File: src/rtl/seq_playback_ctrl.sv
// Sequence playback scheduler: walks BRAM words (pattern + hold duration), applies two loop
// descriptors and prefetches the successor word so consecutive segments abut with no gap cycle.
module seq_playback_ctrl #(
   parameter int               ADDR_W   = 12,
   parameter int               PAT_W    = 8,
   parameter int               TIM_W    = 40,
   parameter logic [PAT_W-1:0] IDLE_PAT = 8'h00
) (
   input  logic                     CLK,
   input  logic                     rst,
   input  logic                     start,
   input  logic                     stop,
   input  logic [ADDR_W-1:0]        seq_len,
   input  logic [ADDR_W-1:0]        lstr0,
   input  logic [ADDR_W-1:0]        lend0,
   input  logic [15:0]              lnum0,
   input  logic [ADDR_W-1:0]        lstr1,
   input  logic [ADDR_W-1:0]        lend1,
   input  logic [15:0]              lnum1,
   output logic [ADDR_W-1:0]        bram_addr,
   input  logic [PAT_W+TIM_W-1:0]   bram_dout,
   output logic [PAT_W-1:0]         pattern,
   output logic                     busy,
   output logic                     done
);

   localparam int                WORD_W    = PAT_W + TIM_W;
   localparam logic [ADDR_W-1:0] ADDR_ZERO = {ADDR_W{1'b0}};
   localparam logic [ADDR_W-1:0] ADDR_ONE  = {{(ADDR_W-1){1'b0}}, 1'b1};
   localparam logic [TIM_W-1:0]  TIM_ZERO  = {TIM_W{1'b0}};
   localparam logic [TIM_W-1:0]  TIM_ONE   = {{(TIM_W-1){1'b0}}, 1'b1};
   localparam logic [TIM_W-1:0]  TIM_TWO   = {{(TIM_W-2){1'b0}}, 2'b10};
   localparam logic [WORD_W-1:0] WORD_ZERO = {WORD_W{1'b0}};

   typedef enum logic [1:0] {
      IDLE  = 2'd0,
      PRIME = 2'd1,
      HOLD  = 2'd2
   } state_t;

   state_t              state_r;
   logic [ADDR_W-1:0]   bram_addr_r;
   logic [PAT_W-1:0]    pattern_r;
   logic                busy_r;
   logic                done_r;
   logic [TIM_W-1:0]    hold_cnt_r;
   logic [WORD_W-1:0]   next_word_r;
   logic [1:0]          fetch_ph_r;
   logic                last_r;
   logic [15:0]         cnt0_r;
   logic [15:0]         cnt1_r;
   logic [ADDR_W-1:0]   seq_len_r;
   logic [ADDR_W-1:0]   lstr0_r;
   logic [ADDR_W-1:0]   lend0_r;
   logic [15:0]         lnum0_r;
   logic [ADDR_W-1:0]   lstr1_r;
   logic [ADDR_W-1:0]   lend1_r;
   logic [15:0]         lnum1_r;

   logic [WORD_W-1:0]   word_s;
   logic [TIM_W-1:0]    dur_s;
   logic [TIM_W-1:0]    seg_len_s;
   logic                load_s;
   logic                jump0_s;
   logic                jump1_s;
   logic [ADDR_W-1:0]   nxt_addr_s;
   logic [15:0]         nxt_cnt0_s;
   logic [15:0]         nxt_cnt1_s;
   logic                last_s;

   assign bram_addr = bram_addr_r;
   assign pattern   = pattern_r;
   assign busy      = busy_r;
   assign done      = done_r;

   // Word to load and its clamped hold length; a 2-cycle hold has not captured yet, so bypass.
   always_comb begin
      word_s    = WORD_ZERO;
      dur_s     = TIM_ZERO;
      seg_len_s = TIM_TWO;
      load_s    = 1'b0;
      if (fetch_ph_r == 2'd2) begin
         word_s = next_word_r;
      end else begin
         word_s = bram_dout;
      end
      dur_s = word_s[TIM_W-1:0];
      if (dur_s < TIM_TWO) begin
         seg_len_s = TIM_TWO;
      end else begin
         seg_len_s = dur_s;
      end
      load_s = ((state_r == PRIME) && (fetch_ph_r == 2'd2)) ||
               ((state_r == HOLD) && (hold_cnt_r == TIM_ONE) && !last_r);
   end

   // Successor of the segment being entered; bram_addr_r holds that segment's address here.
   always_comb begin
      jump0_s    = (bram_addr_r == lend0_r) && (lstr0_r <= lend0_r) && (cnt0_r < lnum0_r);
      jump1_s    = (bram_addr_r == lend1_r) && (lstr1_r <= lend1_r) && (cnt1_r < lnum1_r);
      nxt_addr_s = bram_addr_r + ADDR_ONE;
      nxt_cnt0_s = cnt0_r;
      nxt_cnt1_s = cnt1_r;
      last_s     = 1'b0;
      if (jump0_s) begin
         nxt_addr_s = lstr0_r;
         nxt_cnt0_s = cnt0_r + 16'd1;
      end else begin
         if (bram_addr_r == lend0_r) begin
            nxt_cnt0_s = 16'd0;
         end else begin
            nxt_cnt0_s = cnt0_r;
         end
         if (jump1_s) begin
            nxt_addr_s = lstr1_r;
            nxt_cnt1_s = cnt1_r + 16'd1;
         end else begin
            if (bram_addr_r == lend1_r) begin
               nxt_cnt1_s = 16'd0;
            end else begin
               nxt_cnt1_s = cnt1_r;
            end
            last_s = (bram_addr_r == seq_len_r);
         end
      end
   end

   // Playback FSM with registered outputs; stop overrides everything, done only on natural end.
   always_ff @(posedge CLK or posedge rst) begin
      if (rst) begin
         state_r     <= IDLE;
         bram_addr_r <= ADDR_ZERO;
         pattern_r   <= IDLE_PAT;
         busy_r      <= 1'b0;
         done_r      <= 1'b0;
         hold_cnt_r  <= TIM_ZERO;
         next_word_r <= WORD_ZERO;
         fetch_ph_r  <= 2'd0;
         last_r      <= 1'b0;
         cnt0_r      <= 16'd0;
         cnt1_r      <= 16'd0;
         seq_len_r   <= ADDR_ZERO;
         lstr0_r     <= ADDR_ZERO;
         lend0_r     <= ADDR_ZERO;
         lnum0_r     <= 16'd0;
         lstr1_r     <= ADDR_ZERO;
         lend1_r     <= ADDR_ZERO;
         lnum1_r     <= 16'd0;
      end else begin
         done_r <= 1'b0;
         if (fetch_ph_r == 2'd1) begin
            next_word_r <= bram_dout;
         end
         if (fetch_ph_r != 2'd2) begin
            fetch_ph_r <= fetch_ph_r + 2'd1;
         end
         if (stop) begin
            state_r     <= IDLE;
            pattern_r   <= IDLE_PAT;
            busy_r      <= 1'b0;
            bram_addr_r <= ADDR_ZERO;
            fetch_ph_r  <= 2'd2;
         end else if (load_s) begin
            state_r     <= HOLD;
            pattern_r   <= word_s[WORD_W-1:TIM_W];
            hold_cnt_r  <= seg_len_s;
            bram_addr_r <= nxt_addr_s;
            cnt0_r      <= nxt_cnt0_s;
            cnt1_r      <= nxt_cnt1_s;
            last_r      <= last_s;
            fetch_ph_r  <= 2'd0;
         end else begin
            case (state_r)
               IDLE: begin
                  if (start) begin
                     seq_len_r   <= seq_len;
                     lstr0_r     <= lstr0;
                     lend0_r     <= lend0;
                     lnum0_r     <= lnum0;
                     lstr1_r     <= lstr1;
                     lend1_r     <= lend1;
                     lnum1_r     <= lnum1;
                     cnt0_r      <= 16'd0;
                     cnt1_r      <= 16'd0;
                     last_r      <= 1'b0;
                     bram_addr_r <= ADDR_ZERO;
                     busy_r      <= 1'b1;
                     fetch_ph_r  <= 2'd0;
                     state_r     <= PRIME;
                  end
               end
               PRIME: begin
                  state_r <= PRIME;
               end
               HOLD: begin
                  if (hold_cnt_r == TIM_ONE) begin
                     state_r     <= IDLE;
                     pattern_r   <= IDLE_PAT;
                     busy_r      <= 1'b0;
                     done_r      <= 1'b1;
                     bram_addr_r <= ADDR_ZERO;
                     fetch_ph_r  <= 2'd2;
                  end else begin
                     hold_cnt_r <= hold_cnt_r - TIM_ONE;
                  end
               end
               default: begin
                  state_r   <= IDLE;
                  pattern_r <= IDLE_PAT;
                  busy_r    <= 1'b0;
               end
            endcase
         end
      end
   end

endmodule

File: config.mk
export PLATFORM = sky130hd
export DESIGN_NAME = seq_playback_ctrl
export DESIGN_NICKNAME = d
export VERILOG_FILES = /design/src/rtl/seq_playback_ctrl.sv
export SDC_FILE = /design/constraint.sdc
export NUM_CORES = 1
export LEC_CHECK = 0
export BUFFER_PORTS_ARGS = -buffer_cell sky130_fd_sc_hd__buf_2
export CORE_ASPECT_RATIO = 2
export CORE_UTILIZATION = 29
export DETAILED_ROUTE_END_ITERATION = 8
export PLACE_DENSITY_LB_ADDON = 0.25
export SLEW_MARGIN = 20
export SYNTH_ARGS = -nofsm -noshare
export SYNTH_HDL_FRONTEND = slang
export SYNTH_SLANG_ARGS = --single-unit
File: constraint.sdc
create_clock -name CLK -period 8.5 [get_ports CLK]
set_input_delay 1.275 -clock CLK [delete_from_list [all_inputs] [get_ports CLK]]
set_output_delay 1.275 -clock CLK [all_outputs]
set_load 0.05 [all_outputs]
==> summary.md, run 1 <==
| Metric | Value |
|---|---|
| Setup crit start kind | `register` |
| Crit path cell chain | `nor4_1, nand4_1, nor4_4, o21a_1, a21oi_2, nor3b_4, mux2_2` |
| DP HPWL | `between 30 and 40 mm` |
| Final WL | `42.5 mm` |
| Crit path time final | `4060 ps` |
| Least-Margin Pin Slew | `1080 ps` |
| Hold Crit Class | `register to register` |
| Core area | `between 40000 and 50000 um2` |
| Critical path data arrival time | `4550 ps` |
| Critical path endpoint | `cnt1_r[0]$_DFFE_PP0P_` |
| Input/output buffers | `between 150 and 200` |
| Clk root buf | `clkbuf_16` |
| Kind of critical path | `register to register` |
| Synth Instances | `between 1k and 1.5k` |
| Row count | `110` |
| Routed vias | `about 11k` |
| Setup Viol. Count Final | `0` |
| Initial antenna violation count | `0` |
| Area leader, netlist | `dfrtp_1` |
| Critical Path RT | `8990 ps` |
| Post-DR vias/cell | `5.29` |
| Register-to-Register Path Depth | `7` |
| Die ar. | `47000 um2` |
| Worst skew pair latency | `560 ps` |
| Worst ir drop on vdd | `0.000170 V` |
| Design area | `15700 um2` |
| Peak per-stage delay on the critical path | `800 ps` |
| Clock sinks | `239` |
| CTS tree | `done` |
| Placed standard-cell area | `14700 um2` |
| Clock transition at path regs | `approximately 60 ps` |
| GRT overflow | `0` |
| Largest net degree at the start of global routing | `133` |
| CTS Buf Count | `26` |
| Hold_buf cts | `0` |
| Worst Setup SP | `hold_cnt_r[16]$_DFFE_PP0P_` |
| Status | `complete, no violations` |
| Ratio of cells with drive above 1 in the final layout | `23.6%` |
| Die height | `between 300 and 400 um` |
| EDFF count, synth | `0` |
| Worst R2R Start | `hold_cnt_r[16]$_DFFE_PP0P_` |
| Most frequent cell after synthesis | `dfrtp_1` |
| Cell count along the critical path | `7` |
| Io pins | `166` |
| Nets@finish | `1682` |
| Overall routing resource usage | `between 10% and 20%` |
| Clk buf depth | `3` |
| Cts repair resizes | `0` |
| Routed length per instance | `20.7 um` |
| Post-synthesis net count | `1553` |
| Sequential share of the synthesized area | `44.7%` |
| Worst-path maximum fanout | `19` |
| Initial DRC Count | `355` |
| Crit share post-route | `47.7%` |
| Leakage dissipation | `6.93 nW` |
| WP buf/inv | `0` |
| RSZ-0062 raised after global routing | `no` |
| H-tree Lvls | `1` |
| Area Overhead vs Synth | `17.1%` |
| First-pass GRT wire length | `65.6 mm` |
| Synth area leaders | `dfrtp_1 (45%), mux2_2 (9.4%), ha_1 (5.8%), o21ai_0 (4.0%), nand2_1 (3.1%)` |
| Setup Skew | `between 15 and 20 ps` |
| Synth top cells by count | `dfrtp_1 (239), mux2_2 (112), nand2_1 (111), o21ai_0 (108), inv_1 (79)` |
| Fraction of registers with async set/reset | `100%` |
| Placer Congestion | `0.886` |
| Crit path max-delay family | `simple AND/OR/NAND/NOR gates` |
| Synth Area per Inst | `9.92 um2` |
| Critical R2R Capture | `cnt1_r[0]$_DFFE_PP0P_` |
| Slew Limit Fails | `0` |
| Worst path slowest cell | `o21a_1` |
| Synth cell types | `68` |
| Die Width | `154 um` |
| Fin. Hold Viols | `0` |
| Share of the synthesized area in the top cell type | `between 40% and 50%` |
| Ys flop type | `dfrtp_1` |
| Cell area after synthesis | `13400 um2` |
| FMAX | `246 MHz` |
| Initial cell density of the core | `between 20 and 30%` |
| Number of synthesized register bits | `239` |
| Reg2reg setup slack | `4440 ps` |
| DRC | `0` |
| Power Density | `271 nW/um2` |
| Vias in the first global route | `11.4k` |
| TritonRoute pass-1 iters | `5` |
| Setup TNS Final | `0 ps` |
| Rel. slew slack | `27.8%` |
| Inserted Diodes | `0` |
| YS warnings | `0` |
| Max_cap viols | `0` |
| Postcts setup bufs | `0` |
| Antenna Violating Nets Remaining | `0` |
| Worst setup EP type | `register` |
area by class of cell:
cell class                 count  area [um2]
clock buffer                  39         771
timing repair buffer         177         928
tap                          560         701
sequential                   239        5980
inverter                      79         304
clock inverter                 8         168
multi-input combinational    953        6800
fill                        4609       29600
placed cells by master (no fill, tap or decap), drive strengths merged, types with 34 or more instances in the layout:
| cell type | n |
|---|---|
| dfrtp | 239 |
| buf | 177 |
| o21ai | 123 |
| mux2 | 112 |
| nand2 | 111 |
| inv | 79 |
| nor2 | 75 |
| ha | 62 |
| a21oi | 57 |
| nand3 | 39 |
| clkbuf | 39 |
| nor4 | 34 |
routing by layer:
| layer | GRT usage [%] | vias to the layer above | routed length, um |
|---|---|---|---|
| met5 | 0 | - | 0 |
| met4 | 8.79 | 0 | 1940 |
| met3 | 1.98 | 79 | 1570 |
| met2 | 36.8 | 300 | 24100 |
| met1 | 17.8 | 5351 | 14900 |
| li1 | - | 5143 | - |
report_power, final:
part	total [mW]	switching (mW)	internal [mW]
Sequential	1.75	0.285	1.46
Combinational	1.21	0.682	0.533
Clock	1.28	0.501	0.775
flip-flops by register name (all words and copies together), names as in the netlist, 16 cells and up:
signal	flops
lnum1_r	16
hold_cnt_r	40
lnum0_r	16
cnt0_r	16
cnt1_r	16
next_word_r	48
cells by family after synthesis:
kind of cell	count (synthesis)	synth area share, %
flops	239	44.7
mux	144	11.8
buf+inv	155	4.69
fa+ha+maj	62	5.80
compound gates	329	15.7
simple gates	372	14.2
xor+xnor	46	3.01
metrics by stage:
step                      hold WS, ps  util, %  instances  power (mW)  setup slack (ps)
after floorplan                   457        -       1347        2.57               665
after global placement            472     32.5       2008        2.96              4510
after detailed placement          469     32.5       2008        3.00              4430
after CTS                         488     34.6       2055        4.31              4450
final                             481     34.6       2055        4.24              4440
after global routing              507     34.6       2055        4.51              4240
how the worst min path moves through the flow:
stage	from	end	slack [ps]	cells after the start
6_report	pattern[1]$_DFFE_PP0P_	pattern[1]$_DFFE_PP0P_	480	1
4_1_cts	pattern[1]$_DFFE_PP0P_	pattern[1]$_DFFE_PP0P_	490	1
2_1_floorplan	cnt0_r[15]$_DFFE_PP0P_	cnt0_r[15]$_DFFE_PP0P_	460	1
5_1_grt	pattern[6]$_DFFE_PP0P_	pattern[6]$_DFFE_PP0P_	510	1
3_3_place_gp	pattern[0]$_DFFE_PP0P_	pattern[0]$_DFFE_PP0P_	470	1
3_5_place_dp	pattern[1]$_DFFE_PP0P_	pattern[1]$_DFFE_PP0P_	470	1
(Power assumes the default switching activity.)
==> run 2: changes to the inputs <==
clock period = 4.1 ns   (was 8.5 ns; I/O delays follow)
==> summary.md, run 2 (synthesis gave the netlist of run 1 again) <==
| Metric | Value |
|---|---|
| Vias in the first global route | `11.5k (+1.1%)` |
| Worst ir drop on vdd | `0.000345 V (+100%)` |
| Post-layout util | `34.7% (+0.12 points)` |
| Die height | `306 um (unchanged)` |
| Inserted Diodes | `0 (unchanged)` |
| Most common cell after layout, fill and taps aside | `dfrtp_1` |
| Power Density | `547 nW/um2 (+100%)` |
| Hold_buf cts | `0 (unchanged)` |
| Largest net degree at the start of global routing | `141 (+6.0%)` |
| Reg2reg setup slack | `660 ps (-3780 ps)` |
| Ratio of cells with drive above 1 in the final layout | `24.5% (+0.84 points)` |
| Placer Congestion | `0.881 (-0.64%)` |
| Setup ws final | `657 ps (-3780 ps)` |
| Critical R2R Capture | `cnt1_r[0]$_DFFE_PP0P_` |
| Kind of critical path | `register to register` |
| Worst path slowest cell | `nor3b_4` |
| Final WL | `42.7 mm (+0.51%)` |
| Clk root buf | `clkbuf_16` |
| Initial cell density of the core | `29.5% (unchanged)` |
| Worst setup EP type | `register` |
| CTS tree | `done` |
| Most frequent cells in the layout | `dfrtp_1 (239), buf_2 (165), mux2_2 (112), nand2_1 (111), o21ai_0 (108)` |
| Row count | `110 (unchanged)` |
| Worst R2R Start | `hold_cnt_r[36]$_DFFE_PP0P_` |
| Clock sinks | `239 (unchanged)` |
| CTS Buf Count | `26 (unchanged)` |
| Max_cap viols | `0 (unchanged)` |
| Worst skew pair latency | `550 ps (about the same)` |
| Clock transition at path regs | `70 ps (about the same)` |
| Leakage dissipation | `6.98 nW (+0.81%)` |
| Setup Skew | `13.7 ps (-5.97 ps)` |
| GRT overflow | `0 (unchanged)` |
| Pre-CTS WS | `618 ps (-3820 ps)` |
| Layout filler cell count | `4637 (+0.61%)` |
| Io pins | `166 (unchanged)` |
| Worst-path maximum fanout | `17 (-2)` |
| Area Overhead vs Synth | `17.5%` |
| Top reg by flops | `next_word_r` |
| Status | `complete, no violations` |
| Antenna Violating Nets Remaining | `0 (unchanged)` |
| Initial antenna violation count | `0 (unchanged)` |
| Fin. Hold Viols | `0 (unchanged)` |
| Crit share post-route | `84.0% (+36 points)` |
| Rel. slew slack | `32.0% (+4.2 points)` |
| Least-Margin Pin Slew | `1020 ps (-60.5 ps)` |
| Die Width | `154 um (unchanged)` |
| Peak per-stage delay on the critical path | `610 ps (-190 ps)` |
| Die ar. | `47000 um2 (unchanged)` |
| Setup TNS Final | `0 ps (unchanged)` |
| Critical path data arrival time | `3940 ps (-610 ps)` |
| Initial DRC Count | `457 (+29%)` |
| Crit path time final | `3440 ps (-616 ps)` |
| Overall routing resource usage | `18.3% (+0.10 points)` |
| Slew Limit Fails | `0 (unchanged)` |
| Core area | `45300 um2 (unchanged)` |
| DP HPWL | `32.5 mm (+3.4%)` |
| Crit path cell chain | `nor4_1, nand3_1, nor4_4, o21a_1, a21oi_2, nor3b_4, mux2_2` |
| H-tree Lvls | `1 (unchanged)` |
| First-pass GRT wire length | `66.0 mm (+0.63%)` |
| Input/output buffers | `165 (unchanged)` |
| FMAX | `290 MHz (+18%)` |
| Worst hold margin | `215 ps (-266 ps)` |
| Routed vias | `10.9k (+0.51%)` |
| Setup Viol. Count Final | `0 (unchanged)` |
| Max FFs per register | `48 (unchanged)` |
| Nets@finish | `1699 (+1.0%)` |
| Critical Path RT | `4590 ps (-4400 ps)` |
| Hold Crit Class | `input port to asynchronous set/reset pin` |
| Postcts setup bufs | `0 (unchanged)` |
| Top Registers | `next_word_r x48, hold_cnt_r x40` |
| Post-DR vias/cell | `5.28 (-0.17%)` |
| TritonRoute pass-1 iters | `5 (unchanged)` |
| Clk buf depth | `3 (unchanged)` |
| Setup crit start kind | `register` |
| Routed length per instance | `20.7 um (-0.17%)` |
| Register-to-Register Path Depth | `7 (unchanged)` |
| DRC | `0 (unchanged)` |
| Cts repair resizes | `0 (unchanged)` |
| RSZ-0062 raised after global routing | `no` |
[run 2: report_power, final]
group	switching, mW	total [mW]	internal [mW]
clock network	1.01	2.41	1.40
registers	0.602	3.64	3.04
logic	1.42	2.55	1.14
[run 2: critical path: cells and delay by family, from the launching register on]
family,cells,cell delay [ps]
AO/OA/AOI/OAI,2,680
flip-flops,1,440
multiplexers,1,270
AND/OR/NAND/NOR,4,2000
[run 2: layer usage]
layer	global-route usage, %	part of all wire (%)
met1	17.9	34
met2	36.8	57
met3	1.69	3.6
met4	9.93	5.4
met5	0	0
[run 2: metrics by stage]
stage	total power, mW	instances	instance area [um2]
2_1_floorplan	5.32	1347	13400
3_3_place_gp	6.19	2025	14900
3_5_place_dp	6.26	2025	14900
4_1_cts	8.73	2069	15700
5_1_grt	9.14	2069	15700
6_report	8.60	2069	15700
[run 2: layout make-up]
class                   instances  area [um2]  share of cell area, %
well taps                     560         701                   4.46
clock buffers                  40         805                   5.12
clock inverters                 4        48.8                  0.311
multi-input cells             953        6790                   43.2
repair buffers                194        1080                   6.88
flip-flops and latches        239        5980                   38.1
inverters                      79         300                   1.91
[run 2: how the worst max path moves through the flow]
stage | startpoint | to | slack (ps) | cells past startpoint
finish | hold_cnt_r[36]$_DFFE_PP0P_ | cnt1_r[0]$_DFFE_PP0P_ | 660 | 7
global route | hold_cnt_r[36]$_DFFE_PP0P_ | cnt1_r[0]$_DFFE_PP0P_ | 450 | 7
floorplan | rst | bram_addr[0]$_DFFE_PP0P_ | 350 | 1
detailed placement | hold_cnt_r[36]$_DFFE_PP0P_ | cnt1_r[0]$_DFFE_PP0P_ | 620 | 7
global placement | hold_cnt_r[36]$_DFFE_PP0P_ | cnt1_r[0]$_DFFE_PP0P_ | 700 | 7
CTS | hold_cnt_r[36]$_DFFE_PP0P_ | cnt1_r[0]$_DFFE_PP0P_ | 620 | 7
==> run 3: changes to the inputs <==
clock period = 3.1 ns   (was 4.1 ns; I/O delays follow)
==> summary.md, run 3 (synthesis gave the netlist of run 1 again) <==
| Metric | Value |
|---|---|
| Status | `complete, no violations` |
| Kind of critical path | `register to register` |
| Overall routing resource usage | `18.8% (+0.52 points)` |
| Top reg by flops | `next_word_r` |
| Worst R2R Start | `hold_cnt_r[36]$_DFFE_PP0P_` |
| Top Registers | `next_word_r x48, hold_cnt_r x40` |
| Area Overhead vs Synth | `21.2%` |
| Setup crit start kind | `register` |
| Post-layout util | `35.8% (+1.1 points)` |
| Routed vias | `11.1k (+1.7%)` |
| Post-DR vias/cell | `5.23 (-0.92%)` |
| Inserted Diodes | `0 (unchanged)` |
| Die Width | `154 um (unchanged)` |
| Worst setup EP type | `register` |
| Power after layout | `11.5 mW (+34%)` |
| Input/output buffers | `165 (unchanged)` |
| DP HPWL | `34.1 mm (+4.9%)` |
| Most used cell along the critical path | `buf_4` |
| First-pass GRT wire length | `67.6 mm (+2.3%)` |
| TritonRoute pass-1 iters | `5 (unchanged)` |
| DRC | `0 (unchanged)` |
| FMAX | `346 MHz (+19%)` |
| Row count | `110 (unchanged)` |
| Hold path start | `lstr0[0]` |
| Peak per-stage delay on the critical path | `430 ps (-180 ps)` |
| Crit path max-delay family | `simple AND/OR/NAND/NOR gates` |
| Initial DRC Count | `444 (-2.8%)` |
| Core area | `45300 um2 (unchanged)` |
| Slew Limit Fails | `0 (unchanged)` |
| Crit path time final | `2890 ps (-552 ps)` |
| Worst Setup SP | `hold_cnt_r[36]$_DFFE_PP0P_` |
| Max_cap viols | `0 (unchanged)` |
| Worst skew pair latency | `550 ps (about the same)` |
| CTS Buf Count | `26 (unchanged)` |
| Antenna Violating Nets Remaining | `0 (unchanged)` |
| Initial antenna violation count | `0 (unchanged)` |
| Setup Skew | `16.9 ps (+3.19 ps)` |
| Initial cell density of the core | `29.5% (unchanged)` |
| Clk buf depth | `3 (unchanged)` |
| H-tree Lvls | `1 (unchanged)` |
| Worst-path maximum fanout | `14 (-3)` |
| Largest net degree at the start of global routing | `91 (-35%)` |
| CTS tree | `done` |
| Worst ir drop on vdd | `0.000484 V (+41%)` |
| Crit path cell chain | `nor4_1, buf_4, nand3_1, buf_4, nor4_4, o21a_1, a21oi_2, or2_2, mux2_2` |
| Placer Congestion | `0.904 (+2.6%)` |
| WP buf/inv | `2 (+2)` |
| Hold Crit Class | `input port to register` |
| Power Density | `710 nW/um2 (+30%)` |
| Clock sinks | `239 (unchanged)` |
| Critical path data arrival time | `3320 ps (-620 ps)` |
| Die ar. | `47000 um2 (unchanged)` |
| Clock transition at path regs | `60 ps (about the same)` |
| Die height | `306 um (unchanged)` |
| RSZ-0062 raised after global routing | `no` |
| Nets@finish | `1754 (+3.2%)` |
| Ratio of cells with drive above 1 in the final layout | `27.1% (+2.7 points)` |
| Vias in the first global route | `11.7k (+1.8%)` |
| Most frequent cells in the layout | `dfrtp_1 (239), buf_2 (165), mux2_2 (112), nand2_1 (111), o21ai_0 (108)` |
| Io pins | `166 (unchanged)` |
| Fin. Hold Viols | `0 (unchanged)` |
| Routed length per instance | `20.7 um (+0.20%)` |
| Leakage dissipation | `7.28 nW (+4.3%)` |
| Setup ws final | `210 ps (-448 ps)` |
| Pre-CTS WS | `96.1 ps (-522 ps)` |
| Max FFs per register | `48 (unchanged)` |
| GRT overflow | `0 (unchanged)` |
| Least-Margin Pin Slew | `745 ps (-275 ps)` |
| Crit share post-route | `93.2% (+9.3 points)` |
| Worst path slowest cell | `nor4_1` |
| Critical Path RT | `3530 ps (-1060 ps)` |
| Rel. slew slack | `50.2% (+18 points)` |
| Setup Viol. Count Final | `0 (unchanged)` |
| Final WL | `44.0 mm (+2.9%)` |
| Postcts setup bufs | `0 (unchanged)` |
| Most common cell after layout, fill and taps aside | `dfrtp_1` |
| Clk root buf | `clkbuf_16` |
[run 3: cell count changes in the layout (fill, tap and decap cells not counted), moves of 3 or more]
cell / previous run / this run
buf_4: 26 / 72
buf_12: 3 / 11
clkbuf_8: 8 / 5
clkinv_2: 2 / 6
[run 3: power by group]
group	total [mW]	leakage, nW	internal [mW]	switching, mW
clock network	3.12	0.412	1.78	1.34
logic	3.59	3.85	1.65	1.94
registers	4.79	3.02	4.01	0.776
total	11.5	7.28	7.44	4.05
[run 3: layout make-up]
type                       instances  area, um2
inverter                          79        300
clock inverter                     7       60.1
timing repair buffer             249       1600
fill                            4621      29100
tap                              560        701
clock buffer                      37        763
sequential                       239       5980
multi-input combinational        953       6800
[run 3: final timing paths]
path                                                to  slack (ps)  depth (start not counted)
min in group asynchronous       pattern[4]$_DFFE_PP0P_         490                          3
worst min register to register  pattern[6]$_DFFE_PP0P_         500                          1
worst max register to register   cnt1_r[0]$_DFFE_PP0P_         210                          9
worst min-delay path            lstr0_r[0]$_DFFE_PP0P_         120                          3
max in group asynchronous       lstr1_r[4]$_DFFE_PP0P_        1610                          5
worst max-delay path             cnt1_r[0]$_DFFE_PP0P_         210                          9
[run 3: timing repair]
action / in CTS / in global routing
endpoints found under the hold margin: 17 / 0
hold buffers: 1 / 0
gates resized for setup: 0 / 2
endpoints found under the setup margin: 0 / 2
[run 3: per-stage QoR]
stage / std cells / hold WS, ps / setup TNS [ps] / area, um2
floorplan: 1347 / 457 / -119220 / 13400
global placement: 2079 / 477 / 0 / 15400
detailed placement: 2079 / 481 / 0 / 15400
CTS: 2124 / 93.1 / 0 / 16200
global route: 2124 / 113 / 0 / 16200
finish: 2124 / 118 / 0 / 16200
[run 3: worst min-delay path, cell delays in order]
cell and delay, ps:
buf_2 70, nand2_1 30, o21ai_0 50
[run 3: metal layers]
metal  up-vias  wire [um]  share of wire (%)  GRT usage (%)
met4         0       2560                5.8           10.8
met3       103       1340                3.1           1.66
met1      5431      14900                 34           18.1
met2       287      25200                 57           38.1
li1       5294          -                  -              -
met5         -          0                  0              0
